**config.mk**
```make
export PLATFORM = sky130hd
export DESIGN_NAME = cjb_8bit_sl_seq_unit
export DESIGN_NICKNAME = d
export VERILOG_FILES = /design/src/rtl/cjb_alu_pkg.sv /design/src/rtl/cjb_8bit_sl_step_v.sv /design/src/rtl/cjb_8bit_sl_seq_unit.sv
export SDC_FILE = /design/constraint.sdc
export NUM_CORES = 1
export LEC_CHECK = 0
export ABC_AREA = 1
export ABC_CLOCK_PERIOD_IN_PS = 2000
export CAP_MARGIN = 5
export CELL_PAD_IN_SITES_DETAIL_PLACEMENT = 0
export CELL_PAD_IN_SITES_GLOBAL_PLACEMENT = 2
export CORE_ASPECT_RATIO = 1.5
export CORE_MARGIN = 2
export CORE_UTILIZATION = 29
export CTS_CLUSTER_SIZE = 12
export DETAILED_ROUTE_END_ITERATION = 16
export PLACE_DENSITY = 0.87
export SLEW_MARGIN = 20
export SYNTH_ARGS = -nofsm -noshare
export SYNTH_HDL_FRONTEND = slang
export SYNTH_SLANG_ARGS = --single-unit
```
**constraint.sdc**
```tcl
create_clock -name Clock -period 2 [get_ports Clock]
set_clock_uncertainty 0.2 [all_clocks]
set_input_delay 0.4 -clock Clock [delete_from_list [all_inputs] [get_ports Clock]]
set_output_delay 0.4 -clock Clock [all_outputs]
set_load 0.01 [all_outputs]
```
**src/rtl/cjb_alu_pkg.sv**
```systemverilog
// Shared cjbRISC ALU definitions: shift-unit function selects, CNVZ flag bit
// positions and the sequential shift unit's state encoding.
package cjb_alu_pkg;

    localparam logic [1:0] SL_SHLL = 2'b00;
    localparam logic [1:0] SL_RLC  = 2'b01;
    localparam logic [1:0] SL_SHLA = 2'b10;
    localparam logic [1:0] SL_PASS = 2'b11;

    localparam int CNVZ_C = 3;
    localparam int CNVZ_N = 2;
    localparam int CNVZ_V = 1;
    localparam int CNVZ_Z = 0;

    typedef enum logic [1:0] {
        IDLE  = 2'd0,
        SHIFT = 2'd1,
        DONE  = 2'd2
    } sl_state_t;

endpackage

```
**src/rtl/cjb_8bit_sl_step_v.sv**
```systemverilog
// One left-shift step of the shift unit: SHLL, RLC (rotate through carry) or SHLA.
// Purely combinational, no backpressure; the pass-through select leaves the state unchanged.
module cjb_8bit_sl_step_v
    import cjb_alu_pkg::*;
#(
    parameter int WIDTH = 8
)
(
    input  logic [WIDTH-1:0] work_in,
    input  logic             c_in,
    input  logic             v_in,
    input  logic [1:0]       func_sel,
    output logic [WIDTH-1:0] work_out,
    output logic             c_out,
    output logic             v_out
);

    always_comb begin
        work_out = work_in;
        c_out    = c_in;
        v_out    = v_in;
        if (func_sel != SL_PASS) begin
            work_out = {work_in[WIDTH-2:0], (func_sel == SL_RLC) ? c_in : 1'b0};
            c_out    = work_in[WIDTH-1];
            // Sticky overflow: any step that changes the sign bit sets V.
            if (func_sel == SL_SHLA)
                v_out = v_in | (work_in[WIDTH-1] ^ work_in[WIDTH-2]);
        end
    end

endmodule

```
**src/rtl/cjb_8bit_sl_seq_unit.sv**
```systemverilog
// Multi-cycle shift/rotate-left ALU sub-unit with start/done handshake; K+1 cycles
// Start-to-Done (1 for K=0/pass), Start ignored while busy. CJB_SL_SINGLE_CYCLE_EN: Done always at t+1.
module cjb_8bit_sl_seq_unit
    import cjb_alu_pkg::*;
#(
    parameter int WIDTH = 8,
    parameter int K_W   = 2
)
(
    input  logic             Clock,
    input  logic             Resetn,
    input  logic             Start,
    input  logic [1:0]       Func_Sel,
    input  logic [WIDTH-1:0] Operand_X,
    input  logic [WIDTH-1:0] Operand_Y,
    input  logic [K_W-1:0]   Const_K,
    input  logic             cin,
    output logic             SL_Busy,
    output logic             SL_Done,
    output logic [WIDTH-1:0] SL_Result,
    output logic [3:0]       SL_CNVZ
);

    localparam int MAX_K = (1 << K_W) - 1;

    sl_state_t        state;
    logic [WIDTH-1:0] work;
    logic             c_work;
    logic             v_work;
    logic [1:0]       func_q;
    logic [K_W-1:0]   count;

    logic [WIDTH-1:0] step_work;
    logic             step_c;
    logic             step_v;
    logic [WIDTH-1:0] fin_work;
    logic             fin_c;
    logic             fin_v;
    logic [3:0]       flags;

`ifdef CJB_SL_SINGLE_CYCLE_EN
    localparam logic SINGLE_CYCLE = 1'b1;

    logic [WIDTH-1:0] ch_work [0:MAX_K];
    logic             ch_c    [0:MAX_K];
    logic             ch_v    [0:MAX_K];

    assign ch_work[0] = work;
    assign ch_c[0]    = c_work;
    assign ch_v[0]    = v_work;

    // Stage i holds the state after i steps; count selects the tap, so the
    // whole shift is resolved in the DONE cycle from the latched operands.
    for (genvar i = 0; i < MAX_K; i++) begin : g_chain
        cjb_8bit_sl_step_v #(.WIDTH(WIDTH)) u_step (
            .work_in  (ch_work[i]),
            .c_in     (ch_c[i]),
            .v_in     (ch_v[i]),
            .func_sel (func_q),
            .work_out (ch_work[i+1]),
            .c_out    (ch_c[i+1]),
            .v_out    (ch_v[i+1])
        );
    end

    assign step_work = ch_work[1];
    assign step_c    = ch_c[1];
    assign step_v    = ch_v[1];
    assign fin_work  = ch_work[count];
    assign fin_c     = ch_c[count];
    assign fin_v     = ch_v[count];
`else
    localparam logic SINGLE_CYCLE = 1'b0;

    cjb_8bit_sl_step_v #(.WIDTH(WIDTH)) u_step (
        .work_in  (work),
        .c_in     (c_work),
        .v_in     (v_work),
        .func_sel (func_q),
        .work_out (step_work),
        .c_out    (step_c),
        .v_out    (step_v)
    );

    assign fin_work = work;
    assign fin_c    = c_work;
    assign fin_v    = v_work;
`endif

    always_comb begin
        flags         = '0;
        flags[CNVZ_C] = fin_c;
        flags[CNVZ_N] = fin_work[WIDTH-1];
        flags[CNVZ_V] = fin_v;
        flags[CNVZ_Z] = (fin_work == '0);
    end

    always_ff @(posedge Clock or negedge Resetn) begin
        if (!Resetn) begin
            state     <= IDLE;
            work      <= '0;
            c_work    <= 1'b0;
            v_work    <= 1'b0;
            func_q    <= SL_SHLL;
            count     <= '0;
            SL_Busy   <= 1'b0;
            SL_Done   <= 1'b0;
            SL_Result <= '0;
            SL_CNVZ   <= '0;
        end else begin
            SL_Done <= 1'b0;
            case (state)
                IDLE: begin
                    if (Start) begin
                        // Pass-through rides the same path with zero steps and C=V=0.
                        func_q  <= Func_Sel;
                        work    <= (Func_Sel == SL_PASS) ? Operand_Y : Operand_X;
                        c_work  <= (Func_Sel == SL_PASS) ? 1'b0 : cin;
                        v_work  <= 1'b0;
                        count   <= (Func_Sel == SL_PASS) ? '0 : Const_K;
                        SL_Busy <= 1'b1;
                        if (SINGLE_CYCLE || Const_K == '0 || Func_Sel == SL_PASS)
                            state <= DONE;
                        else
                            state <= SHIFT;
                    end
                end
                SHIFT: begin
                    work   <= step_work;
                    c_work <= step_c;
                    v_work <= step_v;
                    count  <= count - 1'b1;
                    if (count == K_W'(1))
                        state <= DONE;
                end
                DONE: begin
                    SL_Result <= fin_work;
                    SL_CNVZ   <= flags;
                    SL_Done   <= 1'b1;
                    SL_Busy   <= 1'b0;
                    state     <= IDLE;
                end
                default: begin
                    SL_Busy <= 1'b0;
                    state   <= IDLE;
                end
            endcase
        end
    end

endmodule

```
==> impl_metrics.env, run 1 <==
export IMPL_die_h_um=89.6
export IMPL_tns_ns=0
export IMPL_power_density_nw_per_um2=1380
export IMPL_synth_ff_type="dfrtp_1"
export IMPL_min_period_ns=1.80
export IMPL_cts_buffers=5
export IMPL_multi_input_area_sq_um=578
export IMPL_clockBufferDepth=2
export IMPL_ctsHoldBuffers=0
export IMPL_hold_viol_final=0
export IMPL_yosys_cell_types_count=21
export IMPL_start_util_pct=29.7
export IMPL_rsz0062_at_grt="false"
export IMPL_first_pass_iters=4
export IMPL_dp_hpwl_um=2450
export IMPL_yosys_register_bits=29
export IMPL_overflow=0
export IMPL_grt_max_degree=30
export IMPL_detail_route_antenna_nets=0
export IMPL_min_from="SL_CNVZ[0]"
export IMPL_leakage_uw=0.000967
export IMPL_die_area_sq_um=5480
export IMPL_maxCapViolations=0
export IMPL_layout_common_cells="66 x nand2_1, 37 x clkdlybuf4s50_1, 29 x dfrtp_1, 28 x nand3_1, 15 x inv_1"
export IMPL_cts_sink_count=29
export IMPL_whs_path_depth=2
export IMPL_cp_cell_sequence="clkdlybuf4s50_1"
export IMPL_setup_ws_ns=0.199
export IMPL_final_common_cell="nand2_1"
export IMPL_r2r_start="state[1]"
export IMPL_crit_path_end_kind="primary output"
export IMPL_hp_class="reg -> reg"
export IMPL_crit_fanout=3
export IMPL_synthArstFlopShare_pct=100
export IMPL_cts_root_buffer="clkbuf_8"
export IMPL_syn_num_nets=206
export IMPL_cp_required_ns=1.40
export IMPL_drt_iter0_markers=36
export IMPL_syn_inst=180
export IMPL_drive_above_1_share_pct=10.3
export IMPL_worst_pin_slew_ns=0.379
export IMPL_io_pins=38
export IMPL_fp_dieW_um=61.1
export IMPL_area_growth_pct=38.5
export IMPL_place_ws_ns=0.107
export IMPL_min_to="SL_CNVZ[0]"
export IMPL_final_nets=248
export IMPL_cpMaxStageDelayCell="clkdlybuf4s50_1"
export IMPL_wl_um=3220
export IMPL_status="completed"
export IMPL_slew_limit_headroom_pct=74.7
export IMPL_reg2reg_slack_ns=0.37
export IMPL_diodes=0
export IMPL_fmax_mhz=555
export IMPL_clkLatencyLatePin_ns=0.28
export IMPL_numPortBuffers=37
export IMPL_viasPerCell=4.35
export IMPL_fin_util_pct=41.1
export IMPL_clk_pin_slew_ns=0.06
export IMPL_rows=31
export IMPL_place_gp_congestion=0.737
export IMPL_post_route_period_util_pct=90.0
export IMPL_crit_family="buffers and inverters"
export IMPL_fillCellCount=527
export IMPL_core_area_sq_um=4770
export IMPL_worstReg2RegEnd="fin_work[3]"
export IMPL_crit_arrival_ns=1.20
export IMPL_avgRoutedWirePerCell_um=11.1
export IMPL_postCtsSetupBuffers=0
export IMPL_cpPeakStageDelay_ns=0.55
export IMPL_critPathKind="reg -> out"
export IMPL_synth_edf_count=0
export IMPL_slew_violations=0
export IMPL_htree_levels=2
export IMPL_ctsResizeCount=0
export IMPL_vdd_drop_max_v=0.000482
export IMPL_ys_seq_area_share_pct=51.2
export IMPL_synthesis_area_sq_um=1420
export IMPL_grt_pass1_wl_um=5630
export IMPL_seq_area_sq_um=726
export IMPL_antenna_found_initial=0
export IMPL_path_buf_inv=1
export IMPL_yosys_warnings=0
export IMPL_drcViolationCount=0
export IMPL_cts_tree="yes"
export IMPL_grt_pass1_vias=1274
export IMPL_finalSetupViolCount=0
export IMPL_vias=1256
export IMPL_syn_area_per_cell_sq_um=7.88
export IMPL_grt_use_total_pct=13.8
export IMPL_start_kind="register"
export IMPL_reg2reg_depth=7
## Yosys cell counts, types with 2 or more instances
master | n | area share [%]
or2_2 | 2 | 0.88
buf_4 | 5 | 2.6
nand2_1 | 66 | 17
ha_1 | 2 | 1.8
nor2_2 | 2 | 0.88
o211ai_1 | 2 | 1.1
nand3_1 | 28 | 9.9
o21ai_0 | 11 | 3.9
dfrtp_1 | 29 | 51
nor2_1 | 6 | 1.6
inv_2 | 3 | 0.79
inv_1 | 15 | 4.0
## state kept, by name, summed over array words and instances, names as in the netlist
| signal | cells |
|---|---|
| SL_Busy | 1 |
| SL_CNVZ | 4 |
| SL_Done | 1 |
| SL_Result | 7 |
| c_work | 1 |
| count | 2 |
| fin_v | 1 |
| fin_work | 8 |
| func_q | 2 |
| state | 2 |
## layout make-up
type | count | share of cell area [%]
inverter | 18 | 3.44
clock inverter | 1 | 0.255
timing repair buffer | 42 | 20.8
clock buffer | 7 | 4.91
multi-input combinational | 126 | 29.4
tap | 66 | 4.21
sequential | 29 | 37.0
## cells by family (layout without fill, tap and decap cells)
group                    Yosys count  in the layout  share of synthesized area, %
flip-flops                        29             29                          51.2
AO/OA/AOI/OAI                     16             16                          6.27
adder cells (fa/ha/maj)            2              2                          1.76
AND/OR/NAND/NOR                  108            108                          32.7
buffers and inverters             25             68                          8.03
## per-layer routing
layer	GRT usage [%]	wire [um]
met3	3.01	119
met1	16.7	1440
met4	6.52	71
met5	0	0
met2	22.8	1590
## how the worst max path moves through the flow
stage                     start          end  slack, ns  depth (start not counted)
detailed placement        Start  fin_work[2]       0.11                          6
finish               SL_CNVZ[2]   SL_CNVZ[2]       0.20                          1
CTS                  SL_CNVZ[2]   SL_CNVZ[2]       0.18                          1
global placement          Start  fin_work[6]       0.11                          6
global route         SL_CNVZ[2]   SL_CNVZ[2]       0.17                          1
floorplan           Func_Sel[1]     count[1]       0.69                          7
## report_power, final
group	internal, uW	switching, uW	total [uW]
Sequential	849	162	1010
Combinational	524	655	1180
Clock	310	216	526
Total	1680	1030	2720
## metrics by stage
step / instance area [sq um] / hold WS [ns] / power [uW] / std cells
after global routing: 1960 / 0.304 / 2980 / 289
final: 1960 / 0.277 / 2720 / 289
after floorplan: 1420 / -0.0956 / 1750 / 180
after detailed placement: 1860 / 0.265 / 2220 / 281
after global placement: 1860 / 0.266 / 2210 / 281
after CTS: 1960 / 0.283 / 2760 / 289
Note: power is estimated with default switching activity, not from simulation.
==> run 2: changes to the inputs <==
Settings changed: ABC_AREA 1 to not set, CORE_UTILIZATION 29 to 32, GPL_ROUTABILITY_DRIVEN set to 0, PLACE_DENSITY 0.87 to 0.86.
==> run 2 against run 1 <==
  * Worst setup slack better by 0.027 ns
  * Highest routed layer unchanged
  * Design area rose by 2.0%
  * Critical path depth unchanged
  * Largest cell class unchanged
  * Synthesized cell count shrank 22%
  * Fmax is 1.5% higher
  * Register-to-register slack got worse by 0.13 ns
  * Sequential power rose by 8%
  * Routed wire length is 3.9% higher
  * Final cell count down 20%
  * Area after synthesis is 4.5% higher
  * Worst hold slack better by 0.0094 ns
  * Clock-buffer cell count unchanged
==> impl_metrics.env, run 2 <==
export IMPL_min_to="SL_Result[6]"
export IMPL_drcViolationCount=0
export IMPL_diodes=0
export IMPL_dp_hpwl_um=2610
export IMPL_synth_top_area_share_pct=49.0
export IMPL_post_place_cells=223
export IMPL_synthArstFlopShare_pct=100
export IMPL_grt_pass1_wl_um=5440
export IMPL_yosysTopAreaCell="dfrtp_1"
export IMPL_min_from="SL_Result[6]"
export IMPL_postCtsSetupBuffers=0
export IMPL_syn_num_nets=167
export IMPL_path_buf_inv=1
export IMPL_drt_iter0_markers=39
export IMPL_numPortBuffers=37
export IMPL_setup_ws_ns=0.227
export IMPL_cpPeakStageDelay_ns=0.54
export IMPL_cp_cell_sequence="clkdlybuf4s50_1"
export IMPL_antenna_found_initial=0
export IMPL_yosys_register_bits=29
export IMPL_tns_ns=0
export IMPL_vdd_drop_max_v=0.000492
export IMPL_detail_route_antenna_nets=0
export IMPL_grt_max_degree=30
export IMPL_vias=1188
export IMPL_ys_seq_area_share_pct=49.0
export IMPL_rows=30
export IMPL_hp_class="reg -> reg"
export IMPL_worst_pin_slew_ns=0.411
export IMPL_clockBufferDepth=2
export IMPL_rsz0062_at_grt="false"
export IMPL_cts_buffers=5
export IMPL_htree_levels=2
export IMPL_fp_dieW_um=59.6
export IMPL_crit_path_end_kind="primary output"
export IMPL_ctsResizeCount=0
export IMPL_final_cells=231
export IMPL_synth_edf_count=0
export IMPL_synth_ff_type="dfrtp_1"
export IMPL_crit_arrival_ns=1.17
export IMPL_place_ws_ns=0.0457
export IMPL_synth_most_common_cell="dfrtp_1"
export IMPL_crit_fanout=3
export IMPL_start_kind="register"
export IMPL_grt_pass1_vias=1189
export IMPL_worstReg2RegEnd="fin_work[5]"
export IMPL_r2r_start="state[0]"
export IMPL_clkLatencyLatePin_ns=0.28
export IMPL_netlist_top_cells_area="dfrtp_1 49%, o31ai_2 5.9%, mux2_2 4.6%"
export IMPL_avgRoutedWirePerCell_um=14.5
export IMPL_start_util_pct=32.9
export IMPL_yosys_cell_types_count=33
export IMPL_final_common_cell="clkdlybuf4s50_1"
export IMPL_layout_common_cells="37 x clkdlybuf4s50_1, 29 x dfrtp_1, 13 x o21ai_0, 13 x nor2_1, 9 x and3_1"
export IMPL_slew_violations=0
export IMPL_leakage_uw=0.000887
export IMPL_whs_path_depth=2
export IMPL_synthTopCellsByCount="29 x dfrtp_1, 13 x nor2_1, 13 x o21ai_0"
export IMPL_total_power_uw=2860
export IMPL_cpMaxStageDelayCell="clkdlybuf4s50_1"
export IMPL_clk_pin_slew_ns=0.06
export IMPL_reg2reg_depth=4
export IMPL_syn_area_per_cell_sq_um=10.5
export IMPL_die_area_sq_um=5200
export IMPL_fin_util_pct=44.5
export IMPL_post_route_period_util_pct=88.7
export IMPL_syn_inst=141
export IMPL_hold_viol_final=0
export IMPL_yosys_warnings=0
export IMPL_final_nets=208
export IMPL_core_area_sq_um=4500
export IMPL_drive_above_1_share_pct=17.5
export IMPL_critPathKind="reg -> out"
export IMPL_first_pass_iters=4
export IMPL_viasPerCell=5.14
export IMPL_crit_family="buffers and inverters"
export IMPL_cts_sink_count=29
export IMPL_cts_tree="yes"
export IMPL_area_growth_pct=35.2
export IMPL_synthesis_area_sq_um=1480
export IMPL_cts_root_buffer="clkbuf_8"
export IMPL_status="completed"
export IMPL_min_period_ns=1.77
export IMPL_power_density_nw_per_um2=1430
export IMPL_largest_reg_flops=8
export IMPL_ctsHoldBuffers=0
export IMPL_die_h_um=87.3
export IMPL_maxCapViolations=0
export IMPL_wl_um=3340
export IMPL_slew_limit_headroom_pct=72.6
export IMPL_finalSetupViolCount=0
export IMPL_fillCellCount=453
export IMPL_reg2reg_slack_ns=0.24
export IMPL_io_pins=38
export IMPL_grt_use_total_pct=14.1
export IMPL_fmax_mhz=564
export IMPL_cp_required_ns=1.40
export IMPL_overflow=0
-- run 2: layout make-up --
type / count / area, sq um / share of cell area, %
clock buffer: 7 / 96.3 / 4.81
clock inverter: 1 / 5.00 / 0.250
inverter: 7 / 26.3 / 1.31
multi-input combinational: 94 / 659 / 32.9
sequential: 29 / 726 / 36.2
tap: 48 / 60.1 / 3.00
timing repair buffer: 45 / 430 / 21.5
-- run 2: layer usage --
metal / global-route usage, % / up-vias / part of all wire (%)
met5: 0 / - / 0
met4: 6.67 / 0 / 1.6
met3: 3.57 / 5 / 3.6
met2: 26.1 / 29 / 55
met1: 14.0 / 569 / 40
li1: - / 585 / -
-- run 2: worst reg2reg max path: stages, from the launching register on --
cell	delay, ns
dfrtp_1	0.53
and3_1	0.30
or2_0	0.22
buf_4	0.18
o31ai_2	0.24
-- run 2: worst max-delay path by stage --
stage / startpoint / cells after the start / slack (ns) / endpoint
after floorplan: state[0] / 4 / 0.42 / func_q[0]
after global placement: Start / 4 / 0.08 / func_q[1]
after detailed placement: Func_Sel[0] / 4 / 0.05 / fin_work[1]
after CTS: SL_CNVZ[2] / 1 / 0.21 / SL_Result[7]
after global routing: SL_CNVZ[2] / 1 / 0.17 / SL_Result[7]
final: SL_CNVZ[2] / 1 / 0.23 / SL_Result[7]
-- run 2: metrics by stage --
step / area, sq um / hold slack, ns
final: 2000 / 0.286
after global routing: 2000 / 0.315
after CTS: 2000 / 0.296
after detailed placement: 1900 / 0.282
after global placement: 1900 / 0.260
after floorplan: 1480 / -0.0956
-- run 2: cell families after synthesis --
group / synth area share (%)
compound gates: 22.3
simple gates: 13.7
flops: 49.0
buf+inv: 6.50
mux: 6.84
fa+ha+maj: 1.69
-- run 2: power by group --
group	internal [uW]	switching, uW	leakage [uW]
combinational	675	571	0.000473
clock	310	217	0.0000542
sequential	860	229	0.000360
